`src/rtl/edge_sched_pkg.sv`:
```
// Shared types and helpers for the edge event scheduler.
//   edge_sel_e    : per-channel edge selection encoding (2 bits per channel)
//   next_rr_grant : round-robin first-set search from (ptr+1) with wrap over
//                   n channels; returns {valid, idx[3:0]}
package edge_sched_pkg;

    typedef enum logic [1:0] {
        EDGE_NONE = 2'b00,
        EDGE_RISE = 2'b01,
        EDGE_FALL = 2'b10,
        EDGE_BOTH = 2'b11
    } edge_sel_e;

    localparam int unsigned MAX_CHANNELS = 16;

    // Searches req starting at ptr+1 and wrapping modulo n; the channel at
    // ptr itself is visited last so the previous winner has lowest priority.
    function automatic logic [4:0] next_rr_grant(input logic [15:0]  req,
                                                 input logic [3:0]   ptr,
                                                 input int unsigned  n);
        logic [4:0]  res;
        int unsigned cand;
        res = 5'd0;
        for (int unsigned k = 1; k <= MAX_CHANNELS; k++) begin
            cand = (32'(ptr) + k) % n;
            if ((k <= n) && (res[4] == 1'b0) && req[cand[3:0]]) begin
                res = {1'b1, cand[3:0]};
            end else begin
                res = res;
            end
        end
        return res;
    endfunction

endpackage

```
`src/rtl/rr_picker.sv`:
```
// Combinational round-robin picker.
//   req       : per-channel request flags
//   ptr       : last granted channel; search begins at ptr+1 and wraps
//   gnt_valid : at least one request present
//   gnt_idx   : selected channel (meaningful only when gnt_valid = 1)
module rr_picker
    import edge_sched_pkg::*;
#(
    parameter int CHANNELS = 4,
    localparam int IDX_W   = $clog2(CHANNELS)
) (
    input  logic [CHANNELS-1:0] req,
    input  logic [IDX_W-1:0]    ptr,
    output logic                gnt_valid,
    output logic [IDX_W-1:0]    gnt_idx
);

    logic [4:0] res_s;

    assign res_s     = next_rr_grant(16'(req), 4'(ptr), CHANNELS);
    assign gnt_valid = res_s[4];
    assign gnt_idx   = IDX_W'(res_s[3:0]);

endmodule

```
`src/rtl/edge_event_scheduler.sv`:
```
// Edge event scheduler: detects per-channel edges on asynchronous sense
// lines, latches them as pending events and serialises them round-robin
// onto a single valid/ready event port.
//   clk_i, rst_n_i      : clock, async active-low reset
//   clk_en_i            : qualifier; only the synchroniser runs when low
//   enable_i            : global detect enable (edges seen while low are lost)
//   sense_i             : raw sense lines
//   edge_sel_i          : per channel [2c+1:2c] none/rise/fall/both
//   evt_valid_o/ready_i : event handshake; evt_chan_o / evt_rising_o payload
//   pending_o           : pending-event flags
//   overflow_o          : sticky lost-event flags, cleared by overflow_clr_i
module edge_event_scheduler
    import edge_sched_pkg::*;
#(
    parameter int CHANNELS    = 4,
    parameter int SYNC_STAGES = 2,
    localparam int IDX_W      = $clog2(CHANNELS)
) (
    input  logic                  clk_i,
    input  logic                  rst_n_i,
    input  logic                  clk_en_i,
    input  logic                  enable_i,
    input  logic [CHANNELS-1:0]   sense_i,
    input  logic [2*CHANNELS-1:0] edge_sel_i,
    output logic                  evt_valid_o,
    input  logic                  evt_ready_i,
    output logic [IDX_W-1:0]      evt_chan_o,
    output logic                  evt_rising_o,
    output logic [CHANNELS-1:0]   pending_o,
    output logic [CHANNELS-1:0]   overflow_o,
    input  logic [CHANNELS-1:0]   overflow_clr_i
);

    typedef struct packed {
        logic [IDX_W-1:0] chan;
        logic             rising;
    } evt_t;

    logic [CHANNELS-1:0] samp_s;
    logic [CHANNELS-1:0] prev_r, prev_nxt_s;
    logic                primed_r, primed_nxt_s;
    logic [CHANNELS-1:0] pend_r, pend_nxt_s;
    logic [CHANNELS-1:0] pol_r, pol_nxt_s;
    logic [CHANNELS-1:0] ovf_r, ovf_nxt_s;
    logic                valid_r, valid_nxt_s;
    evt_t                slot_r, slot_nxt_s;
    logic [IDX_W-1:0]    rr_ptr_r, rr_ptr_nxt_s;

    logic                det_en_s;
    logic [CHANNELS-1:0] rise_s, fall_s, edge_s;
    logic                xfer_s, free_s, grant_s;
    logic                gnt_valid_s;
    logic [IDX_W-1:0]    gnt_idx_s;
    logic [CHANNELS-1:0] load_s;

    generate
        if (SYNC_STAGES == 0) begin : g_nosync
            assign samp_s = sense_i;
        end else begin : g_sync
            logic [CHANNELS-1:0] sync_r [SYNC_STAGES];

            // Free-running synchroniser chain; deliberately not gated by clk_en_i
            always_ff @(posedge clk_i or negedge rst_n_i) begin
                if (!rst_n_i) begin
                    for (int i = 0; i < SYNC_STAGES; i++) begin
                        sync_r[i] <= '0;
                    end
                end else begin
                    sync_r[0] <= sense_i;
                    for (int i = 1; i < SYNC_STAGES; i++) begin
                        sync_r[i] <= sync_r[i-1];
                    end
                end
            end

            assign samp_s = sync_r[SYNC_STAGES-1];
        end
    endgenerate

    // No detection until one qualified sample has been taken, so a line
    // that is already high at reset release does not look like a rise.
    assign det_en_s = clk_en_i & enable_i & primed_r;

    // Edge detection per channel according to its selected edge type
    always_comb begin
        rise_s = '0;
        fall_s = '0;
        for (int c = 0; c < CHANNELS; c++) begin
            case (edge_sel_e'(edge_sel_i[2*c +: 2]))
                EDGE_NONE: begin
                    rise_s[c] = 1'b0;
                    fall_s[c] = 1'b0;
                end
                EDGE_RISE: begin
                    rise_s[c] = det_en_s & ~prev_r[c] & samp_s[c];
                    fall_s[c] = 1'b0;
                end
                EDGE_FALL: begin
                    rise_s[c] = 1'b0;
                    fall_s[c] = det_en_s & prev_r[c] & ~samp_s[c];
                end
                EDGE_BOTH: begin
                    rise_s[c] = det_en_s & ~prev_r[c] & samp_s[c];
                    fall_s[c] = det_en_s & prev_r[c] & ~samp_s[c];
                end
                default: begin
                    rise_s[c] = 1'b0;
                    fall_s[c] = 1'b0;
                end
            endcase
        end
    end

    assign edge_s = rise_s | fall_s;

    // Slot handshake: the slot can accept a new event when empty or draining
    assign xfer_s  = valid_r & evt_ready_i & clk_en_i;
    assign free_s  = ~valid_r | xfer_s;
    assign grant_s = clk_en_i & free_s & gnt_valid_s;
    assign load_s  = grant_s ? (CHANNELS'(1'b1) << gnt_idx_s) : '0;

    rr_picker #(
        .CHANNELS (CHANNELS)
    ) u_rr_picker (
        .req       (pend_r),
        .ptr       (rr_ptr_r),
        .gnt_valid (gnt_valid_s),
        .gnt_idx   (gnt_idx_s)
    );

    // Pending/polarity/overflow next state; oldest pending event wins,
    // except a channel being moved into the slot may take the new edge.
    always_comb begin
        pend_nxt_s = pend_r;
        pol_nxt_s  = pol_r;
        ovf_nxt_s  = ovf_r;
        for (int c = 0; c < CHANNELS; c++) begin
            if (clk_en_i && overflow_clr_i[c]) begin
                ovf_nxt_s[c] = 1'b0;
            end else begin
                ovf_nxt_s[c] = ovf_r[c];
            end

            if (edge_s[c]) begin
                if (!pend_r[c] || load_s[c]) begin
                    pend_nxt_s[c] = 1'b1;
                    pol_nxt_s[c]  = rise_s[c];
                end else begin
                    ovf_nxt_s[c]  = 1'b1;
                end
            end else if (load_s[c]) begin
                pend_nxt_s[c] = 1'b0;
            end else begin
                pend_nxt_s[c] = pend_r[c];
            end
        end
    end

    // Output slot, round-robin pointer and sampling next state
    always_comb begin
        valid_nxt_s  = valid_r;
        slot_nxt_s   = slot_r;
        rr_ptr_nxt_s = rr_ptr_r;
        if (grant_s) begin
            valid_nxt_s       = 1'b1;
            slot_nxt_s.chan   = gnt_idx_s;
            slot_nxt_s.rising = pol_r[gnt_idx_s];
            rr_ptr_nxt_s      = gnt_idx_s;
        end else if (clk_en_i && free_s) begin
            valid_nxt_s = 1'b0;
        end else begin
            valid_nxt_s = valid_r;
        end

        if (clk_en_i) begin
            prev_nxt_s   = samp_s;
            primed_nxt_s = 1'b1;
        end else begin
            prev_nxt_s   = prev_r;
            primed_nxt_s = primed_r;
        end
    end

    // State registers
    always_ff @(posedge clk_i or negedge rst_n_i) begin
        if (!rst_n_i) begin
            prev_r   <= '0;
            primed_r <= 1'b0;
            pend_r   <= '0;
            pol_r    <= '0;
            ovf_r    <= '0;
            valid_r  <= 1'b0;
            slot_r   <= '0;
            rr_ptr_r <= IDX_W'(CHANNELS - 1);
        end else begin
            prev_r   <= prev_nxt_s;
            primed_r <= primed_nxt_s;
            pend_r   <= pend_nxt_s;
            pol_r    <= pol_nxt_s;
            ovf_r    <= ovf_nxt_s;
            valid_r  <= valid_nxt_s;
            slot_r   <= slot_nxt_s;
            rr_ptr_r <= rr_ptr_nxt_s;
        end
    end

    assign evt_valid_o  = valid_r;
    assign evt_chan_o   = slot_r.chan;
    assign evt_rising_o = slot_r.rising;
    assign pending_o    = pend_r;
    assign overflow_o   = ovf_r;

endmodule

```
`config.mk`:
```
export PLATFORM = sky130hd
export DESIGN_NAME = edge_event_scheduler
export DESIGN_NICKNAME = d
export VERILOG_FILES = /design/src/rtl/edge_sched_pkg.sv /design/src/rtl/rr_picker.sv /design/src/rtl/edge_event_scheduler.sv
export SDC_FILE = /design/constraint.sdc
export NUM_CORES = 1
export LEC_CHECK = 0
export CAP_MARGIN = 15
export CORE_MARGIN = 2
export CORE_UTILIZATION = 53
export CTS_BUF_LIST = sky130_fd_sc_hd__clkbuf_8 sky130_fd_sc_hd__clkbuf_16
export DETAILED_ROUTE_END_ITERATION = 8
export PLACE_DENSITY = 0.88
export SETUP_SLACK_MARGIN = 0.15
export SYNTH_ARGS = -nofsm -noshare
export SYNTH_HDL_FRONTEND = slang
export SYNTH_SLANG_ARGS = --single-unit
```
`constraint.sdc`:
```
create_clock -name clk_i -period 4.35 [get_ports clk_i]
set_input_delay 1.0875 -clock clk_i [delete_from_list [all_inputs] [get_ports clk_i]]
set_output_delay 1.0875 -clock clk_i [all_outputs]
set_load 0.05 [all_outputs]
```
# --- After elaboration in Yosys (flattened, before gate mapping) ---
# Index checks and enable logic that the tools add are counted.
classes:
  n_addsub: 4
  n_mul: 0
  n_div: 0
  magnitude_cmp: 5
  eq_ne: 16
  shift: 1
  mux: 49
  bitwise: 36
  reduce_logical: 49
op_table:
  columns: ["operator", "count"]
  rows:
  - ["OR reduction 2 bit", 16]
  - ["2-to-1 mux 1 bit", 31]
  - ["AND 1 bit", 22]
  - ["less-than comparator 2 x 5 -> 1 bit (second input constant)", 4]
  - ["2-to-1 mux 5 bit", 4]
  - ["equality test 2 bit (second input constant)", 8]
  - ["case mux 1 bit (2 select lines)", 8]
  - ["AND reduction 2 bit", 8]
  - ["NOT 1 bit", 12]
  - ["binary-select mux 1 bit (select 2 bit)", 5]
  - ["nonzero test 2 bit", 5]
  - ["equality test 2 x 1 -> 1 bit (second input constant)", 4]
  - ["logical AND 1 bit", 8]
  - ["logical NOT 2 bit", 4]
  - ["!= test 2 x 1 -> 1 bit (second input constant)", 4]
  - ["adder 2 x 1 -> 2 bit (second input constant)", 2]
  - ["adder 2 bit (second input constant)", 2]
  - ["logical NOT 1 bit", 4]
  - ["logical OR 1 bit", 4]
  - ["2-to-1 mux 4 bit", 1]
  - ["bitwise OR 4 bit", 1]
  - ["left shift 1 x 2 -> 4 bit (first input constant)", 1]
  - ["less-than comparator 2 x 3 -> 1 bit (second input constant)", 1]
  - ["bitwise OR 1 bit", 1]
word_totals:
  ff_bits: 31
  latch_bits: 0
  ram_bits: 0
  mem_bits_ro: 0
  in_bits: 21
  out_inout_bits: 12
  word_cells: 177
  mem_count: 0

# --- Logic depth before layout (Yosys ltp) ---
# Gate-level depths: netlist of the first run.
logic_depth:
  word_depth: 18
  ltp_mapped: 6
  depth_no_buf: 5

# --- Hierarchy ---
# From an unflattened synthesis of the first run, not the netlist that was laid out.
unflattened:
  cells_unflattened: 116
  hier_area_um2: 1385.1
by_module_without_submodules:
  columns: ["module", "n_inst", "cells_per_inst", "area_per_inst_um2", "seq_area_each_um2"]
  rows:
  - ["edge_event_scheduler", 1, 102, 1293.7, 778.2]
  - ["rr_picker", 1, 14, 91.3, 0.0]

# --- Least setup slack after synthesis of the first run ---
# OpenSTA, ideal clock, no wires.
synth_timing:
  kind: "input to register"
  startpoint: "in clk_en_i"
  endpoint: "reg pol_r[0]"
  arrival_time_ps: 2100
  required_ps: 4228
  setup_slack_ps: 2128
  cell_stages: 5
  n_path_buf: 0
  cell_sequence: "o41a_1 o21ai_4 o41ai_2 nand4_1 a32o_1"
synth_between:
  elab_chain_len: 7
synth_rtl:
  columns: ["item", "line", "source"]
  rows:
  - ["from (decl)", "edge_event_scheduler.sv:21", "input logic clk_en_i,"]
  - ["AND 1 bit, on equally long branches", "edge_event_scheduler.sv:82, edge_event_scheduler.sv:117", null]
  - ["AND 1 bit / bitwise OR 1 bit (equally long branches)", "edge_event_scheduler.sv:82, edge_event_scheduler.sv:118", null]
  - ["AND 1 bit, on equally long branches (2 in series)", null, null]
  - ["case mux 1 bit (2 select lines) / 2-to-1 mux 4 bit (equally long branches)", "edge_event_scheduler.sv:89, edge_event_scheduler.sv:120", null]
  - ["bitwise OR 4 bit / logical OR 1 bit (equally long branches)", "edge_event_scheduler.sv:114, edge_event_scheduler.sv:145", null]
  - ["AND reduction 2 bit (no line)", null, null]
  - ["to (signal assigned)", "edge_event_scheduler.sv:199", "pol_r <= pol_nxt_s;"]
  - ["to (decl)", "edge_event_scheduler.sv:43", "logic [CHANNELS-1:0] pol_r, pol_nxt_s;"]
# Parallel ways exist; a longest one is shown, timed or not.
# A chain may end at the register's enable or synchronous reset.

# --- Worst setup path in the final report of the first run ---
layout_timing:
  startpoint: "in clk_en_i"
  endpoint: "reg pol_r[3]"
# Same word-level chain as after synthesis.

==> results of run 1 <==
-- final timing paths --
path                            cells past startpoint        startpoint     endpoint  slack, ns
max in group asynchronous                           2           rst_n_i  rr_ptr_r[0]       2.83
worst max register to register                      5       rr_ptr_r[1]     pol_r[3]       2.30
min in group asynchronous                           2           rst_n_i     pol_r[2]       1.21
worst min register to register                      0  g_sync.sync_r[5]    samp_s[1]       0.35
worst min-delay path                                0  g_sync.sync_r[5]    samp_s[1]       0.35
worst max-delay path                                6          clk_en_i     pol_r[3]       1.26
-- cells by family after synthesis --
logic type             Yosys count  synth area share [%]
AO/OA/AOI/OAI                   39                  23.9
buffers and inverters            8                  2.58
multiplexers                     5                  3.79
AND/OR/NAND/NOR                 46                  16.2
flip-flops                      31                  53.5
-- Yosys cell counts (3+ instances only) --
master | instances | area (um^2)
dfrtp_1 | 29 | 726
nor2_1 | 5 | 18.8
inv_1 | 5 | 18.8
o21a_1 | 3 | 22.5
nand3b_1 | 3 | 22.5
nand2_1 | 23 | 86.3
mux2_2 | 4 | 45.0
o21ai_0 | 10 | 50.1
-- metrics by stage --
| stage | cell area, um^2 | hold slack (ns) | utilization [%] | worst slack [ns] |
|---|---|---|---|---|
| after floorplan | 1450 | 0.331 | - | 2.13 |
| after global placement | 1800 | 0.332 | 70.7 | 1.18 |
| after detailed placement | 1800 | 0.340 | 70.7 | 1.05 |
| after CTS | 1880 | 0.355 | 73.9 | 1.31 |
| after global routing | 1880 | 0.364 | 73.9 | 1.21 |
| final | 1880 | 0.352 | 73.9 | 1.26 |
-- power by group through the flow --
stage | clock, mW | combinational, mW | sequential, mW
final | 0.204 | 0.553 | 0.438
after global routing | 0.224 | 0.591 | 0.449
after CTS | 0.206 | 0.553 | 0.437
after detailed placement | 0 | 0.550 | 0.442
after global placement | 0 | 0.539 | 0.436
after floorplan | 0 | 0.273 | 0.554
-- layout make-up --
type | instances | area (um^2)
Clock buffer | 5 | 68.8
Clock inverter | 3 | 11.3
Timing Repair Buffer | 33 | 328
Sequential cell | 31 | 778
Tap cell | 30 | 37.5
Fill cell | 181 | 664
Multi-Input combinational cell | 90 | 638
Inverter | 5 | 18.8
-- state kept, by name (all words and copies together), names as in the netlist --
name	count
g_sync.sync_r	4
evt_rising_o	1
overflow_o	4
evt_valid_o	1
rr_ptr_r	2
primed_r	1
prev_r	4
samp_s	4
pol_r	4
evt_chan_o	2
pending_o	4
-- routing by layer --
metal	global-route usage, %	wire (um)	up-vias
met5	0	0	-
met4	7.48	29	0
met3	7.83	173	7
met2	35.6	1560	43
met1	26.7	1300	576
li1	-	-	543
==> run metrics, run 1 <==
Net Switching 0.510 mW; critical path's top delay family compound AO/OA/AOI/OAI gates; IO Pins 33; largest net degree at the start of global routing 32; crit path buf inv count 1; slowest stage cell, crit path clkdlybuf4s50_1; clk sinks 31; Mapped Cells 129; crit start category input port; TritonCTS buffer count 5; CP cell instances clkdlybuf4s50_1 > o41a_1 > o21a_1 > o211ai_1 > a211o_1 > a221oi_2; sequential fraction of the synthesis area 53.5%; post-detail-place hpwl 2170 um; Tmin final 3.09 ns; gr ovfl total 0; PortBufs 32; CTS Buffer Depth 2; die area 3180 um^2; Post-CTS Setup Inserts 0; clock share of power 17.0%; Worst-path clk slew 0.06 ns; Final Net Count 187; fmax 324 MHz; final std cells w/o fill 197; Antenna Violating Nets Remaining 0; clock tree from TritonCTS yes; placed cells 189; Crit path required time 4.52 ns; final setup violation count 0; Ant. Diodes 0; Post-Syn Nets 150; Distinct cells, synth 47; Iter 0 DRT Violations 34; Leak 0.791 nW; Die X 56.4 um; number of global-route vias before repair 1,190; CORE AREA 2540 um^2; H-tree depth 2; crit-path max FO 13; number of enable flip-flop cells after synthesis 0; Slew @ Worst Pin 0.539 ns; Final Cycle Share 71.1%; Area Overhead vs Synth 29.3%; DRC Markers 0; async set-reset flop share out of synthesis 100%; commonest cells after routing, fill and taps aside clkdlybuf4s50_1, dfrtp_1, nand2_1, o21ai_0, inv_1; Skew-Pair Late Insertion Delay 0.27 ns; Design Power 1.20 mW; Final Max Slew Viols 0; Peak VDD IR 0.491 mV; Mapped Area 1450 um^2; max_cap viols 0; CP Capture Type flip-flop; Root Buffer clkbuf_8; Sw Share 42.7%; routability cong. 0.883; RSZ-0062 raised after global routing false; Vias/cell 5.93; Final Hold Viols 0; PwrDens 636 nW/um^2; synthesized area per cell 11.3 um^2; crit-path max cell delay 0.81 ns; crit path kind input port to flip-flop; via count 1,169; Relative slew margins 64.0%; status complete, no violations; register bit total from synthesis 31; row count 18; first-pass GRT wire length 5260 um; logic gate share of total power 46.3%; Hold Path Class flip-flop to flip-flop; synth warn 0; post_cts resized 0; Reg power frac 36.7%; layout cell share with drive strength beyond 1 18.0%; crit path DAT 3.26 ns; Total GRT Usage 21.8%; setup TNS 0 ns; Initial Utilization 57.1%; DR WL/cell 15.6 um; Primary FF master, synth dfrtp_1; commonest non-fill, non-tap cell in the layout clkdlybuf4s50_1; Die H 56.4 um; cell internal pwr 0.685 mW; Post-CTS Hold Buffers 0; Worst Skew 0.00422 ns; antenna violations before repair 0; drt first pass iters 4; final wirelength 3070 um
Power figures use the tool's default switching activity.
==> run 2: changes to the inputs <==
- CORE_UTILIZATION: 53 -> 44
- PLACE_DENSITY: 0.88 -> 0.78
- clock period: 4.35 -> 2.8 ns (I/O delays scaled with it)
==> run 2 against run 1 <==
Against the previous run:
- clock skew hardly changed
- via count is 5.6% lower
- flip-flop and latch count unchanged
- final cell count is 7.6% higher
- largest cell class unchanged
- highest routed layer unchanged
==> run metrics, run 2 (synthesis results as in run 1) <==
Worst-path clk slew 0.06 ns (about the same); largest net degree at the start of global routing 32 (unchanged); Reg power frac 36.9% (was 36.7%); drt first pass iters 4 (unchanged); max_cap viols 0 (unchanged); Root Buffer clkbuf_8 (unchanged); PwrDens 970 nW/um^2 (was 636 nW/um^2); die area 3780 um^2 (was 3180 um^2); DR WL/cell 13.5 um (was 15.6 um); fmax 426 MHz; final instance area 1910 um^2 (was 1880 um^2); crit path kind flip-flop to output pin (was input port to flip-flop); crit path DAT 1.65 ns (was 3.26 ns); Leak 0.794 nW (was 0.791 nW); slowest stage cell, crit path clkdlybuf4s50_1 (unchanged); antenna violations before repair 0 (unchanged); cell internal pwr 1.07 mW (was 0.685 mW); PnR worst setup slack 0.454 ns (was 1.26 ns); first-pass GRT wire length 5200 um (was 5260 um); RSZ-0062 raised after global routing false (unchanged); final setup violation count 0 (unchanged); clock tree from TritonCTS yes (unchanged); Crit path required time 2.10 ns (was 4.52 ns); DRC Markers 0 (unchanged); CP Capture Type output pin (was flip-flop); dpl cell area 1830 um^2 (was 1800 um^2); Die X 61.5 um (was 56.4 um); Design Power 1.85 mW (was 1.20 mW); fin util 61.5% (was 73.9%); Worst Skew 0.00416 ns (was 0.00422 ns); Final Hold Viols 0 (unchanged); clock share of power 17.3% (was 17.0%); Die H 61.5 um (was 56.4 um); number of global-route vias before repair 1,113 (was 1,190); Post-CTS Hold Buffers 0 (unchanged); Post-CTS Setup Inserts 0 (unchanged); Vias/cell 5.20 (was 5.93); Ant. Diodes 0 (unchanged); Antenna Violating Nets Remaining 0 (unchanged); critical path's top delay family buffers and inverters (was compound AO/OA/AOI/OAI gates); TritonCTS buffer count 5 (unchanged); crit start category flip-flop (was input port); via count 1,103 (was 1,169); Slew @ Worst Pin 0.507 ns (was 0.539 ns); Final Net Count 188 (was 187); layout cell share with drive strength beyond 1 19.0% (was 18.0%); CP cell instances clkdlybuf4s50_1 (was clkdlybuf4s50_1 > o41a_1 > o21a_1 > o211ai_1 > a211o_1 > a221oi_2); CORE AREA 3100 um^2 (was 2540 um^2); final wirelength 2860 um (was 3070 um); Tmin final 2.35 ns; gr ovfl total 0 (unchanged); status complete, no violations (unchanged); Area Overhead vs Synth 31.2% (was 29.3%); H-tree depth 2 (unchanged); Initial Utilization 46.9% (was 57.1%); setup TNS 0 ns (unchanged); IO Pins 33 (unchanged); Skew-Pair Late Insertion Delay 0.28 ns (was 0.27 ns); Iter 0 DRT Violations 42 (was 34); crit-path max FO 7 (was 13); Final Cycle Share 83.8%; Hold Path Class flip-flop to flip-flop (unchanged); crit path buf inv count 1 (unchanged); Peak VDD IR 0.467 mV (was 0.491 mV); PortBufs 32 (unchanged); Net Switching 0.784 mW (was 0.510 mW); Final Max Slew Viols 0 (unchanged); Total GRT Usage 19.4% (was 21.8%); crit-path max cell delay 0.86 ns (was 0.81 ns); dpl ws 0.342 ns (was 1.05 ns); post_cts resized 0 (unchanged); Sw Share 42.4% (was 42.7%); CTS Buffer Depth 2 (unchanged); Relative slew margins 66.1% (was 64.0%); logic gate share of total power 45.9% (was 46.3%); row count 20 (was 18); routability cong. 0.828 (was 0.883); commonest cells after routing, fill and taps aside clkdlybuf4s50_1, dfrtp_1, nand2_1, o21ai_0, inv_1 (unchanged); clk sinks 31 (unchanged); commonest non-fill, non-tap cell in the layout clkdlybuf4s50_1 (unchanged); post-detail-place hpwl 2160 um (was 2170 um)
[run 2: per-layer routing]
metal	share of wire, %	wire [um]	GRT usage (%)
met5	0	0	0
met3	5.1	145	7.14
met2	49	1410	31.9
met1	46	1300	24.5
met4	0.21	6	4.56
[run 2: through the flow]
stage | std cells | hold slack [ns]
2_1_floorplan | 129 | 0.331
3_3_place_gp | 204 | 0.332
3_5_place_dp | 204 | 0.338
4_1_cts | 212 | 0.352
5_1_grt | 212 | 0.361
6_report | 212 | 0.350
[run 2: path summary, 6_finish.rpt]
path | from | to | slack [ns] | depth (start not counted)
max in group asynchronous | rst_n_i | rr_ptr_r[0] | 1.68 | 2
max | pending_o[0] | pending_o[0] | 0.45 | 1
min | g_sync.sync_r[6] | samp_s[2] | 0.35 | 0
max reg2reg | rr_ptr_r[1] | pol_r[0] | 0.80 | 5
min reg2reg | g_sync.sync_r[6] | samp_s[2] | 0.35 | 0
min in group asynchronous | rst_n_i | overflow_o[2] | 0.81 | 2
[run 2: layout make-up]
| cell class | instances | area [um^2] |
|---|---|---|
| clock buffers | 5 | 68.8 |
| fillers | 285 | 1200 |
| well taps | 44 | 55.1 |
| clock inverters | 3 | 12.5 |
| repair buffers | 34 | 335 |
| inverters | 5 | 18.8 |
| multi-input cells | 90 | 638 |
| flip-flops and latches | 31 | 778 |
[run 2: power by group through the flow]
| stage | Sequential (mW) | Clock, mW | Combinational (mW) |
|---|---|---|---|
| after CTS | 0.679 | 0.335 | 0.852 |
| after global routing | 0.695 | 0.357 | 0.924 |
| after detailed placement | 0.688 | 0 | 0.850 |
| after global placement | 0.677 | 0 | 0.833 |
| after floorplan | 0.861 | 0 | 0.424 |
| final | 0.682 | 0.320 | 0.848 |
